$ cat src/rtl/io_break_arbiter.sv
// Data-break (DMA) arbiter for NCH peripheral channels with round-robin grant and
// memory-cycle timeout, plus a registered prioritised interrupt aggregator.
module io_break_arbiter #(
  parameter int NCH  = 2,
  parameter int NIRQ = 4,
  parameter int AW   = 15,
  parameter int DW   = 12,
  parameter int TMO  = 255
) (
  input  logic              clk,
  input  logic              reset,
  input  logic              clear,
  input  logic [NCH-1:0]    brk_req,
  input  logic [NCH*AW-1:0] brk_addr,
  input  logic [NCH-1:0]    brk_to_mem,
  input  logic [NCH*DW-1:0] brk_wdata,
  output logic [NCH-1:0]    brk_done,
  output logic [NCH-1:0]    brk_err,
  output logic [DW-1:0]     brk_rdata,
  input  logic              cpu_break_ok,
  input  logic              mem_ack,
  input  logic [DW-1:0]     dmaDIN,
  output logic [AW-1:0]     dmaAddr,
  output logic [DW-1:0]     dmaDOUT,
  output logic              to_mem,
  output logic              data_break,
  output logic              break_in_prog,
  input  logic [NIRQ-1:0]   irq_src,
  input  logic [NIRQ-1:0]   irq_mask,
  output logic              irq,
  output logic [3:0]        irq_id
);

  localparam int CW = (NCH > 1) ? $clog2(NCH) : 1;
  localparam int TW = $clog2(TMO);

  typedef enum logic [1:0] {IDLE, XFER, RELEASE} state_t;

  state_t          state;
  logic [CW-1:0]   ch;
  logic [CW-1:0]   last;
  logic [TW-1:0]   cnt;
  logic [CW-1:0]   pick;
  logic [NIRQ-1:0] irq_act;
  logic [3:0]      irq_enc;

  // First requester strictly above the last-served channel, else wrap to the lowest one.
  function automatic logic [CW-1:0] rr_pick(input logic [NCH-1:0] req,
                                            input logic [CW-1:0]  last_ch);
    logic [CW-1:0] lo;
    logic [CW-1:0] hi;
    logic          hi_ok;
    lo    = '0;
    hi    = '0;
    hi_ok = 1'b0;
    for (int i = NCH - 1; i >= 0; i--) begin
      if (req[i]) begin
        lo = CW'(i);
        if (i > int'(last_ch)) begin
          hi    = CW'(i);
          hi_ok = 1'b1;
        end
      end
    end
    return hi_ok ? hi : lo;
  endfunction

  always_comb begin
    pick    = rr_pick(brk_req, last);
    irq_act = irq_src & irq_mask;
    irq_enc = '0;
    for (int i = NIRQ - 1; i >= 0; i--) begin
      if (irq_act[i]) irq_enc = 4'(i);
    end
  end

  always_ff @(posedge clk or posedge reset) begin
    if (reset) begin
      state         <= IDLE;
      ch            <= '0;
      last          <= CW'(NCH - 1);
      cnt           <= '0;
      brk_done      <= '0;
      brk_err       <= '0;
      brk_rdata     <= '0;
      dmaAddr       <= '0;
      dmaDOUT       <= '0;
      to_mem        <= 1'b0;
      data_break    <= 1'b0;
      break_in_prog <= 1'b0;
      irq           <= 1'b0;
      irq_id        <= '0;
    end else begin
      brk_done <= '0;
      brk_err  <= '0;
      irq      <= |irq_act;
      irq_id   <= irq_enc;
      case (state)
        IDLE: begin
          if (clear) begin
            last <= CW'(NCH - 1);
          end else if (cpu_break_ok && |brk_req) begin
            ch            <= pick;
            dmaAddr       <= brk_addr[int'(pick)*AW +: AW];
            dmaDOUT       <= brk_wdata[int'(pick)*DW +: DW];
            to_mem        <= brk_to_mem[pick];
            cnt           <= '0;
            data_break    <= 1'b1;
            break_in_prog <= 1'b1;
            state         <= XFER;
          end
        end
        XFER: begin
          // clear is deliberately ignored here: the memory cycle must complete.
          if (mem_ack || cnt == TW'(TMO - 1)) begin
            if (mem_ack) begin
              if (!to_mem) brk_rdata <= dmaDIN;
              brk_done[ch] <= 1'b1;
            end else begin
              brk_err[ch] <= 1'b1;
            end
            data_break    <= 1'b0;
            break_in_prog <= 1'b0;
            last          <= ch;
            state         <= RELEASE;
          end else begin
            cnt <= cnt + 1'b1;
          end
        end
        RELEASE: begin
          cnt   <= '0;
          if (clear) last <= CW'(NCH - 1);
          state <= IDLE;
        end
        default: state <= IDLE;
      endcase
    end
  end

endmodule

$ cat config.mk
export PLATFORM = sky130hd
export DESIGN_NAME = io_break_arbiter
export DESIGN_NICKNAME = d
export VERILOG_FILES = /design/src/rtl/io_break_arbiter.sv
export SDC_FILE = /design/constraint.sdc
export NUM_CORES = 1
export LEC_CHECK = 0
export ABC_CLOCK_PERIOD_IN_PS = 4000
export BUFFER_PORTS_ARGS = -buffer_cell sky130_fd_sc_hd__buf_2
export CORE_ASPECT_RATIO = 0.75
export CORE_UTILIZATION = 44
export CTS_BUF_LIST = sky130_fd_sc_hd__clkbuf_4
export DETAILED_ROUTE_END_ITERATION = 12
export GPL_ROUTABILITY_DRIVEN = 0
export PLACE_DENSITY = 0.74
export SLEW_MARGIN = 15
export SYNTH_ARGS = -nofsm -noshare
export SYNTH_HDL_FRONTEND = slang
export SYNTH_SLANG_ARGS = --single-unit
$ cat constraint.sdc
create_clock -name clk -period 4 [get_ports clk]
set_input_delay 0.6 -clock clk [delete_from_list [all_inputs] [get_ports clk]]
set_output_delay 0.6 -clock clk [all_outputs]
set_load 0.02 [all_outputs]
[Word level (Yosys, flattened, before mapping)]
Index checks and enable logic that the tools add are counted.
Cells by class
  multiplexer cells: 34
  equality and inequality tests: 8
  shift-type cells: 2
  multiply operators: 2
  $lt $le $gt $ge: 4
  reduce and logical (&&, ||, !) cells: 16
  $add $sub $neg: 1
  bitwise operators: 3
Operators by type and width (count)
  30-bit by 6-bit variable part select with 15-bit output: 1
  8-bit two-way mux: 3
  8-bit one-hot mux with 3 select lines: 1
  24-bit by 6-bit variable part select with 12-bit output: 1
  2-bit two-way mux: 10
  1-bit two-way mux: 13
  4-bit two-way mux: 3
  4-bit AND reduction: 3
  3-bit AND reduction: 3
  8-bit by 1-bit adder with 8-bit output, second input constant: 1
  8-bit == test, second input constant: 1
  2-bit inequality test, second input constant: 4
  1-bit by 4-bit multiplier with 5-bit output, second input constant: 1
  4-bit bitwise AND: 1
  1-bit by 2-bit less-than comparator with 1-bit output, second input constant: 2
  1-bit one-hot mux with 2 select lines: 2
  2-bit one-hot mux with 2 select lines: 1
  2-bit nonzero test: 2
  2-bit OR reduction: 2
  4-bit OR reduction: 1
  1-bit by 2-bit multiplier with 3-bit output, second input constant: 1
  3-bit nonzero test: 1
  2-bit by 1-bit == test with 1-bit output, second input constant: 1
  2-bit == test, second input constant: 1
  8 further kinds: 10
Storage, ports and cells
  flip-flop bits (word level): 62
  input port bits: 83

[Logic depth before layout (Yosys ltp)]
  word-level depth: 7
  gate-level depth with buffers: 6
  gate-level depth less buffers: 6

[Worst setup path after synthesis]
No wires, ideal clock.
  kind: input to register
  from: input brk_req[0]
  to: register ch
  setup slack: 2.344 ns
  buffers on the path: 1
  data required time: 3.875 ns
  arrival time: 1.531 ns
  setup time: 0.125 ns
  stages: 4
  cell sequence: or2_2 -> nand3_1 -> buf_2 -> mux2_2
On the way
  word-level cells in the longest chain between the ends: 3
Ends and longest elaborated chain
  start: declaration: RTL line 13  | input logic [NCH-1:0] brk_req,
  2-bit OR reduction: RTL line 102  | end else if (cpu_break_ok && |brk_req) begin
  1-bit logical AND: RTL line 102
  3-bit AND reduction (no line)
  end signal: assignment: RTL line 103  | ch <= pick;
  end: declaration: RTL line 40  | logic [CW-1:0] ch;
Several ways; a longest one is shown, not always the timed one.
A chain may end at the register's enable or synchronous reset.

[Final worst setup path]
  from: register state[0]
  to: register ch
On the way
  word-level cells in the longest chain between the ends: 2
Ends and longest elaborated chain
  start: declaration: RTL line 39  | state_t state;
  start signal: assignment: RTL line 79  | state <= IDLE;
  start signal: assignment: RTL line 110  | state <= XFER;
  start signal: assignment: RTL line 125  | state <= RELEASE;
  2-bit logical NOT: RTL line 98  | case (state)
  3-bit AND reduction (no line)
Every way passes these cells.

==> results.py <==
metrics = {
    "drt": {
        "drtIter0Drc": 52,
        "drt-total-wl_um": 5874,
        "vias_per_cell": 4.884,
        "routedWlPerCell_um": 12.85,
        "vias": 2232,
        "ant_nets": 0,
        "dr.pass1.iters": 4,
        "drcViolationCount": 0,
    },
    "setup_path": {
        "cp_cell_sequence": "nor2_1, nand3_2, mux2_2",
        "endpoint_kind": "flip-flop",
        "start_kind": "flip-flop",
        "cpMaxStageDelayCell": "nand3_2",
        "crit_path_max_incr_delay_ps": 700,
        "worst-path-max-fanout": 59,
        "crit_buf_inv": 0,
        "cp_top_family": "simple AND/OR/NAND/NOR gates",
        "crit_arrival_ps": 2260,
        "crit_type": "flip-flop to flip-flop",
        "regToRegSetupSlack_ps": 2040,
        "cp.required_ps": 4300,
    },
    "flow_run": {
        "drv_cap": 0,
    },
    "sta": {
        "min_period_ps": 1959,
        "max_slew_margin": 0.3960,
        "post-route-period-util": 0.4898,
        "report.final.hold_viol_count": 0,
        "setup_violations": 0,
        "fin_skew_ps": 11.73,
        "slew_violations": 0,
        "fin_setup_tns_ps": 0,
        "fmax_mhz": 510.5,
        "tightest_slew_ps": 905.0,
        "rsz0062_at_grt": "no",
    },
    "logic_synthesis": {
        "yosys.area.top_type": "dfrtp_1",
        "yosys.area_share.simple": 0.09876,
        "ys.flop_type": "dfrtp_1",
        "synthMuxAreaShare": 0.1695,
        "yosys.area_share.xor_xnor": 0,
        "synthArstFlopShare": 1.000,
        "synth.distinct_cells": 40,
        "yosysWarnings": 0,
        "yosysMostFrequentCell": "dfrtp_1",
        "synth_edf_count": 0,
        "yosys-top-cells-count": "dfrtp_1, nand2_1, mux2i_1, o21ai_0, mux2_2",
        "syn-instance-count": 242,
        "synth_fa_ha_area_frac": 0.009187,
        "synth.area.top_cells": "dfrtp_1, mux2i_1, o21ai_0",
        "synth_seq_cells": 60,
        "synth_top_family_by_area": "multiplexers",
        "syn_area_um2": 2724,
        "syn_avg_cell_area_um2": 11.26,
        "ys_seq_area_frac": 0.5517,
        "synth_compound_area_frac": 0.1268,
        "synth_top_area_share": 0.5420,
    },
    "floorplan": {
        "initial_core_util": 0.4628,
        "num_rows": 24,
        "dieArea_um2": 6513,
        "num_io_pins": 134,
        "fp.dieH_um": 70.14,
        "core-area_um2": 5886,
        "fp.dieW_um": 92.85,
    },
    "finish": {
        "final_cell_area_um2": 3602,
        "syn_to_final_growth_pct": 32.25,
        "drive_above_1_share": 0.4617,
        "nets": 459,
        "diodes": 0,
    },
    "global_route": {
        "grt_pass1_vias": 2124,
        "grt_pass1_wl_um": 9853,
        "grt_overflow": 0,
        "antenna_found_initial": 0,
        "grtUsageTotal": 0.2009,
        "grt_max_degree": 60,
    },
    "clocking": {
        "insertion_delay_ps": 410,
        "cts.clk_slew.worst_paths_ps": 100,
        "cts_sinks": 60,
        "cts_buffers": 9,
        "cts_tree": "yes",
        "clockBufferDepth": 2,
        "cts_max_level": 3,
        "cts_resized": 0,
        "root_buffer": "clkbuf_4",
        "cts_hold_buf": 0,
        "post_cts_buffers": 0,
    },
    "power": {
        "p_leak_nw": 1.883,
        "peakVddDrop_mv": 0.2468,
        "power.density_nw_per_um2": 548.7,
    },
    "place": {
        "port_buffers": 131,
        "place_area_um2": 3426,
        "hpwl_um": 4487,
    },
    "hold_path": {
        "hold_path.class": "input port to asynchronous set/reset pin",
    },
    "run_status": {
        "outcome": "complete, no violations",
    },
}
-- path summary, 6_finish.rpt --
check / start / end / depth (start not counted)
setup reg to reg: state[0] / ch / 3
setup / recovery: state[0] / ch / 3
min in group clk: irq_mask[0] / irq_id[0] / 2
max in group asynchronous: reset / last / 3
hold / removal: reset / dmaAddr[8] / 2
hold reg to reg: dmaDOUT[5] / dmaDOUT[5] / 2
-- layer usage --
metal | wire length, µm | GRT usage | vias up
met1 | 2572 | 0.2426 | 1018
met2 | 2684 | 0.3243 | 95
met3 | 550 | 0.09150 | 8
met4 | 67 | 0.05641 | 0
met5 | 0 | 0 | -
li1 | - | - | 1111
-- report_power, final --
| part | switching (W) | internal [W] | leakage (nW) |
|---|---|---|---|
| logic | 0.000387 | 0.000260 | 1.05 |
| clock network | 0.000212 | 0.000245 | 0.0822 |
| registers | 0.000102 | 0.000770 | 0.754 |
-- sequential cells by signal (all words and copies together), names as in the netlist --
signal,flops
dmaAddr,15
brk_rdata,12
dmaDOUT,12
cnt,8
brk_done,2
brk_err,2
irq_id,2
state,2
break_in_prog,1
ch,1
irq,1
last,1
to_mem,1
-- logic make-up after synthesis --
family / Yosys count
adders and majority gates: 2
DFF: 60
muxes: 44
and+or+nand+nor: 58
AOI/OAI and AO/OA: 55
buffers and inverters: 22
other: 1
-- through the flow --
step           std cells  hold slack (ps)  setup WS (ps)  power, W  utilization
2_1_floorplan        243            455.0           1917  0.001286            -
3_3_place_gp         440            459.4           1716  0.001516       0.5821
3_5_place_dp         440            468.9           1663  0.001537       0.5821
4_1_cts              456            265.4           1984  0.002000       0.6074
5_1_grt              457            278.0           1807  0.002110       0.6120
6_report             457            247.3           2041  0.001977       0.6120
-- cell type report --
type | count | area, µm²
Clock inverter | 7 | 81.33
Multi-Input combinational cell | 161 | 1125
Timing Repair Buffer | 134 | 698.2
Fill cell | 532 | 2283
Clock buffer | 9 | 67.56
Inverter | 8 | 30.03
Tap cell | 78 | 97.59
Sequential cell | 60 | 1503
-- layout by cell type (no fill, tap or decap), types with 2 or more instances in the layout --
cell type,synthesis,routed
buf_2,3,131
dfrtp_1,59,59
nand2_1,34,34
mux2i_1,30,30
o21ai_0,30,30
mux2_2,13,13
clkbuf_4,0,9
nor2_1,7,7
inv_1,8,7
a21oi_1,7,7
a31oi_1,4,4
nand3_1,4,3
clkinv_1,0,3
nor2b_1,2,2
nand3_2,1,2
o21ai_1,2,2
o311a_1,2,2
nor3_1,2,2
a22oi_1,2,2
ha_1,2,2
conb_1,1,2
clkinv_2,0,2
bufinv_16,0,2
buf_4,6,2
-- worst register-to-register path, stage by stage, from the launching register on --
cell and delay [ps]:
dfrtp_1 430, nor2_1 140, nand3_2 700, mux2_2 590
No activity file was read; power rests on OpenSTA's default activity.
